==> config.mk <==
export PLATFORM = sky130hd
export DESIGN_NAME = mdu_iterative
export DESIGN_NICKNAME = d
export VERILOG_FILES = /design/src/rtl/mdu_iterative.sv
export SDC_FILE = /design/constraint.sdc
export NUM_CORES = 1
export LEC_CHECK = 0
export ABC_AREA = 1
export CAP_MARGIN = 20
export CORE_ASPECT_RATIO = 0.5
export CORE_MARGIN = 4
export CORE_UTILIZATION = 55
export DETAILED_ROUTE_END_ITERATION = 16
export DONT_BUFFER_PORTS = 1
export PLACE_DENSITY_LB_ADDON = 0.15
export SETUP_SLACK_MARGIN = 0.1
export SLEW_MARGIN = 5
export SYNTH_ARGS = -nofsm -noshare
export SYNTH_HDL_FRONTEND = slang
export SYNTH_SLANG_ARGS = --single-unit
==> constraint.sdc <==
create_clock -name clk -period 15.8 [get_ports clk]
set_clock_uncertainty 0.05 [all_clocks]
set_input_delay 2.37 -clock clk [delete_from_list [all_inputs] [get_ports clk]]
set_output_delay 2.37 -clock clk [all_outputs]
set_load 0.01 [all_outputs]
==> src/rtl/mdu_iterative.sv <==
`default_nettype none
// ============================================================================
// Module   : mdu_iterative
// Brief    : Multi-cycle M-extension unit: shift-add multiply, restoring divide.
// Revision : 1.0 - initial release
// ============================================================================
module mdu_iterative #(
    parameter int XLEN     = 32,
    parameter int MUL_BITS = 1
) (
    input  logic              clk,
    input  logic              rst,
    input  logic              start,
    input  logic              kill,
    input  logic [2:0]        op,
    input  logic [XLEN-1:0]   a,
    input  logic [XLEN-1:0]   b,
    output logic              ready,
    output logic              busy,
    output logic              done,
    output logic [XLEN-1:0]   result,
    output logic [2*XLEN-1:0] result_full
);

    localparam int                 c_CNT_W     = $clog2(XLEN) + 1;
    localparam logic [c_CNT_W-1:0] c_MUL_ITERS = c_CNT_W'(XLEN / MUL_BITS);
    localparam logic [c_CNT_W-1:0] c_DIV_ITERS = c_CNT_W'(XLEN);
    localparam logic [c_CNT_W-1:0] c_CNT_ONE   = c_CNT_W'(1);
    localparam logic [XLEN-1:0]    c_MIN       = {1'b1, {(XLEN-1){1'b0}}};

    typedef enum logic [1:0] {
        S_IDLE = 2'd0,
        S_MUL  = 2'd1,
        S_DIV  = 2'd2,
        S_DONE = 2'd3
    } state_t;

    state_t              r_state;
    state_t              w_state_next;
    logic [2:0]          r_op;
    logic                r_sign_diff;
    logic                r_sign_a;
    logic [c_CNT_W-1:0]  r_cnt;
    logic [2*XLEN-1:0]   r_mcand;
    logic [XLEN-1:0]     r_mplier;
    logic [2*XLEN-1:0]   r_acc;
    logic [XLEN-1:0]     r_quo;
    logic [XLEN-1:0]     r_rem;
    logic [XLEN-1:0]     r_div;
    logic [XLEN-1:0]     r_result;
    logic [2*XLEN-1:0]   r_result_full;

    // ---------------------------------------------------------------- accept
    logic                w_a_signed;
    logic                w_b_signed;
    logic                w_sign_a;
    logic                w_sign_b;
    logic [XLEN-1:0]     w_mag_a;
    logic [XLEN-1:0]     w_mag_b;
    logic                w_div_by_zero;
    logic                w_overflow;
    logic                w_special;
    logic [2*XLEN-1:0]   w_special_full;
    logic                w_accept;
    logic                w_last;

    assign w_a_signed     = (op == 3'd0) || (op == 3'd1) || (op == 3'd2) || (op == 3'd4) || (op == 3'd6);
    assign w_b_signed     = (op == 3'd0) || (op == 3'd1) || (op == 3'd4) || (op == 3'd6);
    assign w_sign_a       = a[XLEN-1] & w_a_signed;
    assign w_sign_b       = b[XLEN-1] & w_b_signed;
    assign w_mag_a        = w_sign_a ? -a : a;
    assign w_mag_b        = w_sign_b ? -b : b;
    assign w_div_by_zero  = op[2] && (b == '0);
    assign w_overflow     = op[2] && !op[0] && (a == c_MIN) && (b == '1);
    assign w_special      = w_div_by_zero || w_overflow;
    // Full-width special results are laid out as {remainder, quotient}
    assign w_special_full = w_div_by_zero ? {a, {XLEN{1'b1}}} : {{XLEN{1'b0}}, c_MIN};
    assign w_accept       = (r_state == S_IDLE) && start && !kill;
    assign w_last         = (r_cnt == c_CNT_ONE);

    // ------------------------------------------------------------ iteration
    logic [2*XLEN-1:0]   w_partial;
    logic [2*XLEN-1:0]   w_acc_next;
    logic [XLEN:0]       w_rem_sh;
    logic [XLEN:0]       w_rem_diff;
    logic                w_qbit;
    logic [XLEN-1:0]     w_rem_next;
    logic [XLEN-1:0]     w_quo_next;

    assign w_partial  = r_mcand * (2*XLEN)'(r_mplier[MUL_BITS-1:0]);
    assign w_acc_next = r_acc + w_partial;

    // Working remainder is XLEN+1 bits; the restored value always fits XLEN
    assign w_rem_sh   = {r_rem, r_quo[XLEN-1]};
    assign w_rem_diff = w_rem_sh - {1'b0, r_div};
    assign w_qbit     = ~w_rem_diff[XLEN];
    assign w_rem_next = w_qbit ? w_rem_diff[XLEN-1:0] : w_rem_sh[XLEN-1:0];
    assign w_quo_next = {r_quo[XLEN-2:0], w_qbit};

    // ---------------------------------------------------------- commit path
    logic [2*XLEN-1:0]   w_prod_fix;
    logic [XLEN-1:0]     w_quo_fix;
    logic [XLEN-1:0]     w_rem_fix;
    logic [2*XLEN-1:0]   w_final_full;
    logic [2:0]          w_final_op;
    logic                w_commit;
    logic                w_sel_high;
    logic [XLEN-1:0]     w_final_res;

    assign w_prod_fix = r_sign_diff ? -w_acc_next : w_acc_next;
    assign w_quo_fix  = r_sign_diff ? -w_quo_next : w_quo_next;
    assign w_rem_fix  = r_sign_a    ? -w_rem_next : w_rem_next;

    always_comb begin
        w_final_full = w_special_full;
        w_final_op   = op;
        w_commit     = 1'b0;
        case (r_state)
            S_IDLE: w_commit = w_accept && w_special;
            S_MUL: begin
                w_final_full = w_prod_fix;
                w_final_op   = r_op;
                w_commit     = w_last;
            end
            S_DIV: begin
                w_final_full = {w_rem_fix, w_quo_fix};
                w_final_op   = r_op;
                w_commit     = w_last;
            end
            default: w_commit = 1'b0;
        endcase
        if (kill) begin
            w_commit = 1'b0;
        end
    end

    // High half: mulh/mulhsu/mulhu and rem/remu
    assign w_sel_high  = w_final_op[2] ? w_final_op[1] : (w_final_op[1:0] != 2'b00);
    assign w_final_res = w_sel_high ? w_final_full[2*XLEN-1:XLEN] : w_final_full[XLEN-1:0];

    // ------------------------------------------------------------------ FSM
    always_ff @(posedge clk or posedge rst) begin
        if (rst) begin
            r_state <= S_IDLE;
        end else begin
            r_state <= w_state_next;
        end
    end

    always_comb begin
        w_state_next = r_state;
        case (r_state)
            S_IDLE: begin
                if (start) begin
                    if (w_special) begin
                        w_state_next = S_DONE;
                    end else if (op[2]) begin
                        w_state_next = S_DIV;
                    end else begin
                        w_state_next = S_MUL;
                    end
                end
            end
            S_MUL:   if (w_last) w_state_next = S_DONE;
            S_DIV:   if (w_last) w_state_next = S_DONE;
            default: w_state_next = S_IDLE;
        endcase
        if (kill) begin
            w_state_next = S_IDLE;
        end
    end

    // ------------------------------------------------------------- datapath
    always_ff @(posedge clk or posedge rst) begin
        if (rst) begin
            r_op          <= '0;
            r_sign_diff   <= 1'b0;
            r_sign_a      <= 1'b0;
            r_cnt         <= '0;
            r_mcand       <= '0;
            r_mplier      <= '0;
            r_acc         <= '0;
            r_quo         <= '0;
            r_rem         <= '0;
            r_div         <= '0;
            r_result      <= '0;
            r_result_full <= '0;
        end else begin
            if (w_accept) begin
                r_op        <= op;
                r_sign_diff <= w_sign_a ^ w_sign_b;
                r_sign_a    <= w_sign_a;
                r_cnt       <= op[2] ? c_DIV_ITERS : c_MUL_ITERS;
                r_mcand     <= {{XLEN{1'b0}}, w_mag_a};
                r_mplier    <= w_mag_b;
                r_acc       <= '0;
                r_quo       <= w_mag_a;
                r_rem       <= '0;
                r_div       <= w_mag_b;
            end
            if (r_state == S_MUL) begin
                r_acc    <= w_acc_next;
                r_mcand  <= r_mcand << MUL_BITS;
                r_mplier <= r_mplier >> MUL_BITS;
                r_cnt    <= r_cnt - c_CNT_ONE;
            end
            if (r_state == S_DIV) begin
                r_quo <= w_quo_next;
                r_rem <= w_rem_next;
                r_cnt <= r_cnt - c_CNT_ONE;
            end
            if (w_commit) begin
                r_result      <= w_final_res;
                r_result_full <= w_final_full;
            end
        end
    end

    assign ready       = (r_state == S_IDLE);
    assign busy        = (r_state == S_MUL) || (r_state == S_DIV);
    assign done        = (r_state == S_DONE);
    assign result      = r_result;
    assign result_full = r_result_full;

endmodule
`default_nettype wire
==> Yosys cells after proc, flatten, opt, wreduce, memory -nomap -nowiden <==
Cells that the tools add are included.
{ "word_totals": {"ff_bits": 365, "latchBits": 0, "ramBits": 0, "rom_bits": 0, "inputBits": 71, "mem_count": 0} }
{ "classes": {"addsub": 8, "n_mul": 1, "n_div": 0, "magnitude_cmp": 0, "eq_ne": 12, "shifts": 0, "muxes": 32, "bitwise_logic": 4, "reduce_logical": 26} }
{ "ops": {"columns": ["operator", "n"], "rows": [
  ["$mux 32", 12],
  ["$mux 64", 6],
  ["$neg 32->32", 4],
  ["$pmux 64 s2", 1],
  ["$add 64x64->64", 1],
  ["$eq 32x32->1 const B", 2],
  ["$mul 64x1->64", 1],
  ["$neg 64->64", 1],
  ["$sub 33x32->33", 1],
  ["$logic_not 32->1", 1],
  ["$mux 6", 3],
  ["$mux 2", 5],
  ["$logic_or 1x1->1", 8],
  ["$logic_and 1x1->1", 7],
  ["$eq 3x3->1 const B", 2],
  ["$eq 6x1->1 const B", 1],
  ["$reduce_bool 2->1", 3],
  ["$sub 6x1->6 const B", 1],
  ["$eq 2x2->1 const B", 2],
  ["$pmux 2 s2", 1],
  ["$eq 3x1->1 const B", 1],
  ["$eq 3x2->1 const B", 1],
  ["$logic_not 3->1", 1],
  ["$mux 3", 1],
  ["other kinds (13)", 16]
]} }

==> Longest topological paths before layout <==
{ "logic_depth": {"word_depth": 9, "depth_mapped": 35, "ltp_nobuf": 33} }

==> Worst setup path before layout <==
OpenSTA, ideal clock, no wires.
{ "synth_timing": {"path_type": "input to register", "from": "in b[0]", "to": "reg r_result_full[11], in the netlist result_full[11]", "arrival_ns": 4.534, "required_time_ns": 15.668, "slack_ns": 11.134, "stages": 16, "path_cell_list": "inv_1 ha_1 inv_1 nor3_2 nand3_1 nor3_2 nand2_1 nor3_2 nand2_1 nor2_2 nand3_1 nor4_1 nand2_1 buf_2 clkbuf_1 a31oi_1"} }
{ "synth_between": {"elab_chain_len": 6, "elab_cells_between_ends": 10, "classes_between": "1 x eq/ne; 4 x mux; 5 x reduce/logical"} }
{ "synth_rtl": {"columns": ["element", "line_no", "source"], "rows": [
  ["start: declaration", "17", "input logic [XLEN-1:0] b,"],
  ["$eq 32x32->1 or $logic_not 32->1 (tied branches)", "74, 73", null],
  ["$logic_and 1x1->1, on equally long branches", "74, 73", null],
  ["$logic_or 1x1->1", "75", "assign w_special = w_div_by_zero || w_overflow;"],
  ["$logic_and 1x1->1", "119", "S_IDLE: w_commit = w_accept && w_special;"],
  ["$pmux 1 s2", "118", "case (r_state)"],
  ["$mux 1", "132", "if (kill) begin"],
  ["end signal: assignment", "214", "r_result_full <= w_final_full;"],
  ["end: declaration", "51", "logic [2*XLEN-1:0] r_result_full;"]
]} }
Several ways; a longest one is shown, not always the timed one.
A chain may end at the register's enable or synchronous reset.

==> Final worst setup path <==
{ "layout_timing": {"from": "in a[1]", "to": "reg r_result[16], in the netlist result[16]"} }
{ "layout_between": {"elab_chain_len": 7} }
{ "layout_rtl": {"columns": ["element", "line_no", "source"], "rows": [
  ["start: declaration", "16", "input logic [XLEN-1:0] a,"],
  ["$eq 32x32->1", "74", "assign w_overflow = op[2] && !op[0] && (a == c_MIN) && (b == '1);"],
  ["$logic_and 1x1->1 (2 in a row)", "74", null],
  ["$logic_or 1x1->1", "75", null],
  ["$logic_and 1x1->1", "119", null],
  ["$pmux 1 s2", "118", null],
  ["$mux 1", "132", null],
  ["end signal: assignment", "213", "r_result <= w_final_res;"],
  ["end: declaration", "50", "logic [XLEN-1:0] r_result;"]
]} }
No other way between the ends.

==> run_results.csv <==
group,metric,value,unit
layout,final_layout_size_suffix_gt1_frac,0.05093,
cts,clk_pin_slew,70,ps
cts,cts_resized,0,
layout,diodes,0,
layout,seq_area,9136,um^2
cts,ctsHoldBuffers,0,
power_and_ir_drop,total_power,0.007029,W
timing,finalHoldViolations,0,
power_and_ir_drop,p_comb_frac,0.630,
layout,fill_cells,5530,
power_and_ir_drop,seq_power_share,0.224,
drt,wl_per_cell,21.15,um
worst_setup_path,r2r_cells,31,
timing,slew_headroom,0.2555,
die,rows,61,
timing,worst_pin_slew,1117,ps
cts,worst_skew_pair.late_latency,590,ps
global_route,grt_pass1_wl,182100,um
logic_synthesis,synth_edf_count,0,
global_route,grt_max_degree,100,
cts,cts_num_sinks,365,
place,numPortBuffers,0,
drt,dr.pass1.iters,7,
global_route,antenna_found_initial,1,
outcome,status,"completed",
timing,fin_crit_sh,0.4049,
cts,h-tree-depth,2,
hold_path,hold_depth,1,
layout,nets,5137,
power_and_ir_drop,ir_drop,0.0001329,V
hold_path,hold_path_class,"reg2reg",
drt,ant_nets,0,
logic_synthesis,syn_avg_cell_area,6.146,um^2
worst_setup_path,path_class,"in2reg",
cts,cts-root-buf,"clkbuf_16",
timing,slew_viol_final,0,
drt,vias,33800,
place,place_congestion,1.026,
timing,fin_setup_tns,0,ps
global_route,grt_overflow_total,0,
cts,cts_tree,"yes",
drt,drc,0,
layout,final_common_cell,"nand2_1",
die,fp.coreArea,55720,um^2
logic_synthesis,synth_top_flop_cell,"dfrtp_1",
die,die_y,176.0,um
logic_synthesis,seq_area_frac_synth,0.2942,
power_and_ir_drop,p_int,0.003076,W
die,ios,170,
drt,drt_wl_total,121500,um
logic_synthesis,synthCells,5052,
layout,layout.cells.non_filler,5743,
run,max_cap_viol_count,0,
place,dp_hpwl,95290,um
layout,mostFrequentLayoutCells,"1,754 x nand2_1, 796 x inv_1, 447 x nor2_1, 363 x dfrtp_1, 342 x nand3_1",
logic_synthesis,ys.warnings.count,0,
power_and_ir_drop,leakage,18.08,nW
worst_setup_path,cp_data_arrival_time,6860,ps
logic_synthesis,async_flop_share,1.000,
cts,post-cts-setup-buffer-count,0,
timing,timing.fmax,0.1563,GHz
die,fp.dieW,344.0,um
timing,setup_violations,0,
logic_synthesis,synth.net_count,5232,
drt,drtIter0Drc,4860,
worst_setup_path,crit_fanout,73,
timing,period_minus_slack,6397,ps
worst_setup_path,worst-r2r-setup-slack,10200,ps
power_and_ir_drop,netSwitchingFraction,0.5624,
logic_synthesis,syn_area,31050,um^2
cts,clock_path_buffers,3,
power_and_ir_drop,clock_power_share,0.146,
worst_setup_path,startpoint_type,"input pin",
place,placed_cells,5673,
cts,numCtsBuffers,38,
global_route,first_global_vias,30060,
power_and_ir_drop,p_sw,0.003953,W
layout,syn2layout_area_growth,5.750,%
timing,rsz0062_at_grt,"no",
die,dieArea,60550,um^2
global_route,grt_usage,0.3914,
drt,avgViaCountPerCell,5.885,
layout,multi_input_area,18100,um^2
power_and_ir_drop,power.density,214.1,nW/um^2
worst_setup_path,worstPathRequired,16260,ps
worst_setup_path,end_kind,"register",
die,initial_core_util,0.5573,
logic_synthesis,ys_ff_latch,365,
logic_synthesis,synth_cell_types,63,
[registers in the layout, summed over array words and instances, names as in the netlist]
register / flops
r_sign_a: 1
result: 32
r_quo: 32
result_full: 64
r_mcand: 64
r_cnt: 6
r_sign_diff: 1
r_state: 2
r_mplier: 32
r_rem: 32
r_div: 32
r_acc: 64
r_op: 3
[per-layer routing]
| layer | global-route usage | vias to the layer above | wire [um] |
|---|---|---|---|
| li1 | - | 15890 | - |
| met1 | 0.5873 | 15790 | 53670 |
| met2 | 0.5487 | 1906 | 48050 |
| met3 | 0.1112 | 211 | 15840 |
| met4 | 0.1024 | 0 | 3898 |
| met5 | 0 | - | 0 |
[power by group through the flow]
stage	Sequential (W)	Clock [W]	Combinational [W]
2_1_floorplan	0.00146	0	0.00315
5_1_grt	0.00160	0.00107	0.00484
3_5_place_dp	0.00157	0	0.00425
6_report	0.00158	0.00103	0.00443
4_1_cts	0.00156	0.00103	0.00427
3_3_place_gp	0.00157	0	0.00419
[synthesized netlist by cell type (51+ instances only)]
master    number  share of area
a21oi_1      174          0.028
a31oi_1       55          0.011
clkbuf_1      97          0.012
dfrtp_1      365           0.29
ha_1         107          0.043
inv_1        799          0.097
nand2_1     1754           0.21
nand3_1      342          0.055
nand4_1       66          0.013
nor2_1       448          0.054
o211ai_1      51          0.012
o21ai_0      257          0.041
o221ai_1      53          0.015
[final cells by class]
class,count,area share
inverters,819,0.09401
clock buffers,46,0.03174
clock inverters,24,0.009564
flip-flops and latches,365,0.2782
repair buffers,28,0.006402
multi-input cells,3705,0.5512
well taps,756,0.02881
[critical path, stage by stage]
cell and delay (ps):
inv_1 100, ha_1 190, inv_1 70, nor4_2 310
nand2_1 90, nor2_1 190, nand4_1 130, nor4_1 630
nand2_1 140, o31ai_1 370, nand2_1 100, nand2_1 90
nand3_2 50, buf_4 340, clkinv_2 680, buf_4 620
nand2_1 120, inv_1 90, nand2_1 50, nand2_1 50
[final timing paths]
check | from | endpoint
setup / recovery | a[1] | result[16]
hold / removal | r_cnt[5] | r_cnt[5]
setup reg to reg | r_quo[31] | result[26]
hold reg to reg | r_cnt[5] | r_cnt[5]
max in group asynchronous | rst | r_mcand[35]
min in group asynchronous | rst | r_div[20]
[metrics by stage]
step	setup WS, ps	area, um^2	hold WS [ps]	utilization
floorplan	3248	31050	397.8	-
global placement	9060	31480	412.6	0.5650
detailed placement	9038	31480	422.7	0.5650
CTS	9629	32840	439.1	0.5893
global route	9093	32840	456.1	0.5893
finish	9403	32840	437.9	0.5893
[logic make-up (layout without fill, tap and decap cells)]
logic type,Yosys count,after routing,synth area share
muxes,1,1,0.0003224
DFF,365,365,0.2942
AOI/OAI and AO/OA,708,708,0.1346
and+or+nand+nor,2836,2836,0.3885
adders and majority gates,109,109,0.04441
xor gates and xnor gates,51,51,0.01439
buffers and inverters,982,917,0.1237
(Power assumes the default switching activity.)
